<file path="src/rtl/dma_w_regular.sv">
`default_nettype none
// +----------------------------------------------------------------------------+
// | dma_w_regular : DMA write engine, streams OCM data onto the ami write bus   |
// | Revision      : 1.0                                                         |
// +----------------------------------------------------------------------------+
module dma_w_regular #(
  parameter int AXI_DW = 128
) (
  input  logic              usr_clk,
  input  logic              usr_reset_n,
  input  logic              cfg_valid,
  output logic              cfg_ready,
  input  logic [31:0]       cfg_src_sa,
  input  logic [31:0]       cfg_dst_sa,
  input  logic [31:0]       cfg_len,
  output logic              dmaw_valid,
  input  logic              dmaw_ready,
  output logic [31:0]       dmaw_sa,
  output logic [31:0]       dmaw_len,
  output logic [AXI_DW-1:0] dma_wdata,
  output logic              dma_wlast,
  output logic              dma_wvalid,
  input  logic              dma_wready,
  output logic              ram_re,
  output logic [31:0]       ram_a,
  input  logic [AXI_DW-1:0] ram_q
);

  localparam int c_BYTES = AXI_DW / 8;
  localparam int c_L     = $clog2(c_BYTES);

  typedef enum logic [0:0] {
    ST_IDLE = 1'b0,
    ST_BUSY = 1'b1
  } state_t;

  state_t            r_st;
  state_t            w_st_nxt;
  logic [31:0]       r_rd_addr;   // word index; upper bits fall off in ram_a, giving the wrap
  logic [32:0]       r_rd_left;
  logic [32:0]       r_wr_left;
  logic              r_inflight;
  logic [AXI_DW-1:0] r_fifo [2];
  logic              r_wptr;
  logic              r_rptr;
  logic [1:0]        r_cnt;
  logic [1:0]        w_credit;
  logic [32:0]       w_beats;
  logic              w_accept;
  logic              w_pop;
  logic              w_push;
  logic              w_ram_re;

  assign dmaw_valid = cfg_valid;
  assign dmaw_sa    = cfg_dst_sa;
  assign dmaw_len   = cfg_len;
  assign cfg_ready  = (r_st == ST_IDLE) & dmaw_ready;
  assign w_accept   = cfg_valid & cfg_ready;

  // 33-bit sum so a length near 2^32 still rounds up correctly
  assign w_beats    = ({1'b0, cfg_len} + 33'(c_BYTES - 1)) >> c_L;

  assign dma_wvalid = (r_cnt != 2'd0);
  assign w_pop      = dma_wvalid & dma_wready;
  assign w_push     = r_inflight;
  assign dma_wdata  = r_fifo[r_rptr];
  assign dma_wlast  = dma_wvalid & (r_wr_left == 33'd1);

  // Reads in flight plus buffered beats may never exceed the 2 FIFO slots
  assign w_credit   = r_cnt + {1'b0, r_inflight};
  assign w_ram_re   = (r_st == ST_BUSY) & (r_rd_left != 33'd0) &
                      ((w_credit < 2'd2) | ((w_credit == 2'd2) & w_pop));
  assign ram_re     = w_ram_re;
  assign ram_a      = r_rd_addr << c_L;

  always_comb begin
    w_st_nxt = r_st;
    case (r_st)
      ST_IDLE: if (w_accept && (w_beats != 33'd0)) w_st_nxt = ST_BUSY;
      ST_BUSY: if (w_pop && dma_wlast)             w_st_nxt = ST_IDLE;
      default: w_st_nxt = ST_IDLE;
    endcase
  end

  always_ff @(posedge usr_clk or negedge usr_reset_n) begin
    if (!usr_reset_n) begin
      r_st <= ST_IDLE;
    end else begin
      r_st <= w_st_nxt;
    end
  end

  always_ff @(posedge usr_clk or negedge usr_reset_n) begin
    if (!usr_reset_n) begin
      r_rd_addr  <= 32'd0;
      r_rd_left  <= 33'd0;
      r_wr_left  <= 33'd0;
      r_inflight <= 1'b0;
    end else begin
      r_inflight <= w_ram_re;
      if (w_accept) begin
        r_rd_addr <= cfg_src_sa >> c_L;
        r_rd_left <= w_beats;
        r_wr_left <= w_beats;
      end else begin
        if (w_ram_re) begin
          r_rd_addr <= r_rd_addr + 32'd1;
          r_rd_left <= r_rd_left - 33'd1;
        end
        if (w_pop) begin
          r_wr_left <= r_wr_left - 33'd1;
        end
      end
    end
  end

  always_ff @(posedge usr_clk or negedge usr_reset_n) begin
    if (!usr_reset_n) begin
      r_fifo[0] <= '0;
      r_fifo[1] <= '0;
      r_wptr    <= 1'b0;
      r_rptr    <= 1'b0;
      r_cnt     <= 2'd0;
    end else begin
      if (w_push) begin
        r_fifo[r_wptr] <= ram_q;
        r_wptr         <= ~r_wptr;
      end
      if (w_pop) begin
        r_rptr <= ~r_rptr;
      end
      case ({w_push, w_pop})
        2'b10:   r_cnt <= r_cnt + 2'd1;
        2'b01:   r_cnt <= r_cnt - 2'd1;
        default: r_cnt <= r_cnt;
      endcase
    end
  end

endmodule
`default_nettype wire

</file>
<file path="config.mk">
export PLATFORM = sky130hd
export DESIGN_NAME = dma_w_regular
export DESIGN_NICKNAME = d
export VERILOG_FILES = /design/src/rtl/dma_w_regular.sv
export SDC_FILE = /design/constraint.sdc
export NUM_CORES = 1
export LEC_CHECK = 0
export CAP_MARGIN = 40
export CORE_MARGIN = 1.5
export CORE_UTILIZATION = 30
export DETAILED_ROUTE_END_ITERATION = 12
export PLACE_DENSITY_LB_ADDON = 0.12
export SLEW_MARGIN = 10
export SYNTH_ARGS = -nofsm -noshare
export SYNTH_HDL_FRONTEND = slang
export SYNTH_SLANG_ARGS = --single-unit
</file>
<file path="constraint.sdc">
create_clock -name usr_clk -period 3.2 [get_ports usr_clk]
set_clock_uncertainty 0.2 [all_clocks]
set_input_delay 0.64 -clock usr_clk [delete_from_list [all_inputs] [get_ports usr_clk]]
set_output_delay 0.64 -clock usr_clk [all_outputs]
set_load 0.01 [all_outputs]
</file>
==> results.py <==
metrics = {
    "synth": {
        "ys_seq_area_frac": 0.503,
        "syn_inst": 1469,
        "async_flop_share": 1.00,
        "synthDistinctLibCells": 57,
        "synth.avg_cell_area_sq_um": 12.1,
        "ys.flop_type": "dfrtp_1",
        "syn_area_sq_mm": 0.0177,
        "yosys_warnings": 0,
        "synth_edf_count": 0,
        "synth-seq-cells": 356,
    },
    "power": {
        "power.leakage_uw": 0.00995,
        "total_power_uw": 24500,
        "power_density_mw_per_mm2": 992,
        "max-vdd-ir-drop_mv": 0.452,
    },
    "timing": {
        "hold_viol_final": 0,
        "tightest_slew_ps": 731,
        "slew_violations": 0,
        "slew_headroom": 0.512,
        "rsz0062_at_grt": "true",
        "finalWorstSetupSlack_ps": -333,
        "fmax_mhz": 283,
        "post-route-period-util": 1.10,
        "final.min_clock_period_ps": 3530,
        "setup_viol": 2,
    },
    "critical_path": {
        "path_max_fanout": 2,
        "startpoint_type": "register",
        "critical_path_class": "reg2out",
        "arrival_ps": 2690,
        "end_kind": "output pin",
        "crit_required_ps": 2360,
    },
    "global_route": {
        "met2_usage": 0.288,
        "grt_usage": 0.168,
        "antenna_found_initial": 3,
        "grt-busiest-layer": "met2",
        "grt_max_degree": 101,
        "met3_usage": 0.0350,
        "grt_first_pass_wirelength_um": 79500,
        "grt_pass1_vias": 13700,
        "grt_overflow": 0,
        "met1_usage": 0.214,
    },
    "clock_network": {
        "cts-root-buf": "clkbuf_16",
        "ctsHtreeMaxLevel": 2,
        "insertion_delay_ps": 560,
        "cts_tree": "done",
        "clk_pin_slew_ps": 60,
        "cts_buffer_depth": 3,
        "cts_buffers": 45,
        "clock_sinks": 356,
    },
    "job": {
        "maxCapViolCount": 0,
    },
    "floorplan": {
        "initial_core_util": 0.305,
        "dieArea_sq_mm": 0.0605,
        "rows": 88,
        "die_x_um": 246,
        "ioPinCount": 458,
        "core_sq_mm": 0.0580,
        "die_h_um": 246,
    },
    "layout": {
        "nFillCells": 5411,
        "nets": 2140,
        "final_cell_mix": "mux2_2, dfrtp_1, clkdlybuf4s50_1, buf_4, nor2_1",
        "drive_above_1_share": 0.324,
        "syn_to_final_growth_pct": 39.3,
        "final_common_cell": "mux2_2",
    },
    "placement": {
        "gp_congestion": 0.786,
        "io_buffers": 385,
        "hpwl_um": 36400,
        "place_ws_ps": -319,
    },
    "routing": {
        "ant_nets": 0,
        "drc": 0,
        "via_count": 13000,
        "routed_via_density": 4.82,
        "drt_iter0_markers": 428,
        "wl_per_cell_um": 19.1,
        "drt-total-wl_um": 51600,
        "dr.pass1.iters": 4,
    },
    "status": {
        "status": "finished, violations left",
        "violations": "negative setup slack",
    },
    "hold_path": {
        "hold_path_class": "reg2reg",
    },
}
==> logic make-up (layout without fill, tap and decap cells) <==
kind of cell             after synthesis  count (layout)  synth area share
multiplexers                         395             395             0.251
flip-flops                           356             356             0.503
AND/OR/NAND/NOR                      334             334             0.104
buffers and inverters                156             621            0.0488
AO/OA/AOI/OAI                        125             125            0.0412
XOR/XNOR                              96              96            0.0475
adder cells (fa/ha/maj)                6               6           0.00424
other                                  1               6          0.000212
==> final cells by class <==
class                      count  area, sq um  area share
timing repair buffer         529         5280       0.214
sequential                   356         8910       0.361
inverter                      13         51.3     0.00208
clock inverter                12         98.8     0.00401
antenna                        2         5.00    0.000203
tap                          765          957      0.0388
clock buffer                  67         1350      0.0548
multi-input combinational    960         8010       0.325
==> final timing paths <==
path	from	endpoint	slack [ps]	depth (start not counted)
worst min register to register	r_fifo[92]$_DFFE_PN0P_	r_fifo[92]$_DFFE_PN0P_	300	1
min in group asynchronous	usr_reset_n	r_fifo[12]$_DFFE_PN0P_	410	2
max in group asynchronous	usr_reset_n	r_fifo[47]$_DFFE_PN0P_	1370	4
worst max register to register	r_rd_left[29]$_DFFE_PN0P_	r_rd_left[13]$_DFFE_PN0P_	200	8
worst min-delay path	r_fifo[92]$_DFFE_PN0P_	r_fifo[92]$_DFFE_PN0P_	300	1
worst max-delay path	r_rd_left[29]$_DFFE_PN0P_	ram_re	-330	6
==> where the power goes <==
group          leakage (uW)  switching, uW  total, uW  internal [uW]
logic               0.00511           4840      11700           6840
clock network      0.000718           1960       4950           2990
registers           0.00413           1200       7840           6640
==> worst max-delay path: stages, from the launching register on <==
cell and delay [ps]:
dfrtp_1 380, or4_4 530, or3_4 390, or4_4 560
nand2_4 110, inv_4 40, buf_6 110
==> routing by layer <==
| metal | wire (um) | vias up |
|---|---|---|
| met2 | 25600 | 306 |
| met1 | 22600 | 6540 |
| met5 | 9 | - |
| met4 | 969 | 2 |
| met3 | 2420 | 67 |
| li1 | - | 6117 |
==> cell usage after synthesis, types with 3 or more instances <==
cell type  number  share of area
o41ai_1         3         0.0015
or3_1          25         0.0088
ha_1            6         0.0042
nand3b_1        4         0.0017
mux2_2        385           0.24
nand4b_1        3         0.0015
buf_4          69          0.029
clkbuf_1       66          0.014
inv_1          12         0.0025
or2_2           4         0.0014
o31ai_1         3         0.0013
nor4_1         40          0.014
o21a_1          3         0.0013
a31oi_1        16         0.0057
o21ai_1         9         0.0025
nand2_1        47          0.010
nand3_1        29         0.0082
nor2_1         67          0.014
nor3_1         24         0.0068
xnor2_1        51          0.025
dfrtp_1       356           0.50
o21ai_0        19         0.0054
nand4_1        24         0.0085
mux2i_1        10         0.0057
and3_1         13         0.0046
a21oi_1        56          0.016
nor3b_1         4         0.0017
xor2_1         45          0.022
or4_1          14         0.0059
nor2b_1         5         0.0018
and2_1         11         0.0039
or4_4           3         0.0019
buf_2           4         0.0011
and4_1          6         0.0030
==> registers in the layout, indices dropped and copies added, names as in the netlist <==
name,cells
r_rd_addr,28
r_st,1
r_wptr,1
r_inflight,1
r_fifo,256
r_wr_left,33
r_rd_left,33
r_cnt,2
r_rptr,1
==> per-stage QoR <==
| stage | cell area (sq um) | TNS [ps] | hold WS (ps) | cells | utilization |
|---|---|---|---|---|---|
| floorplan | 17700 | 0 | 144 | 1472 | - |
| global placement | 22900 | -581 | 281 | 2608 | 0.395 |
| detailed placement | 22900 | -585 | 287 | 2608 | 0.395 |
| CTS | 24600 | -762 | 300 | 2699 | 0.424 |
| global route | 24700 | -833 | 309 | 2704 | 0.425 |
| finish | 24700 | -616 | 298 | 2704 | 0.425 |
==> repair_timing <==
item | in CTS | in global routing
gates cloned | 5 | 1
buffers inserted | 6 | 2
hold endpoints to repair | 57 | 0
hold buffers | 1 | 0
resized for setup | 61 | 10
pin swaps | 5 | 2
endpoints found under the setup margin | 110 | 19
No activity file was read; power rests on OpenSTA's default activity.
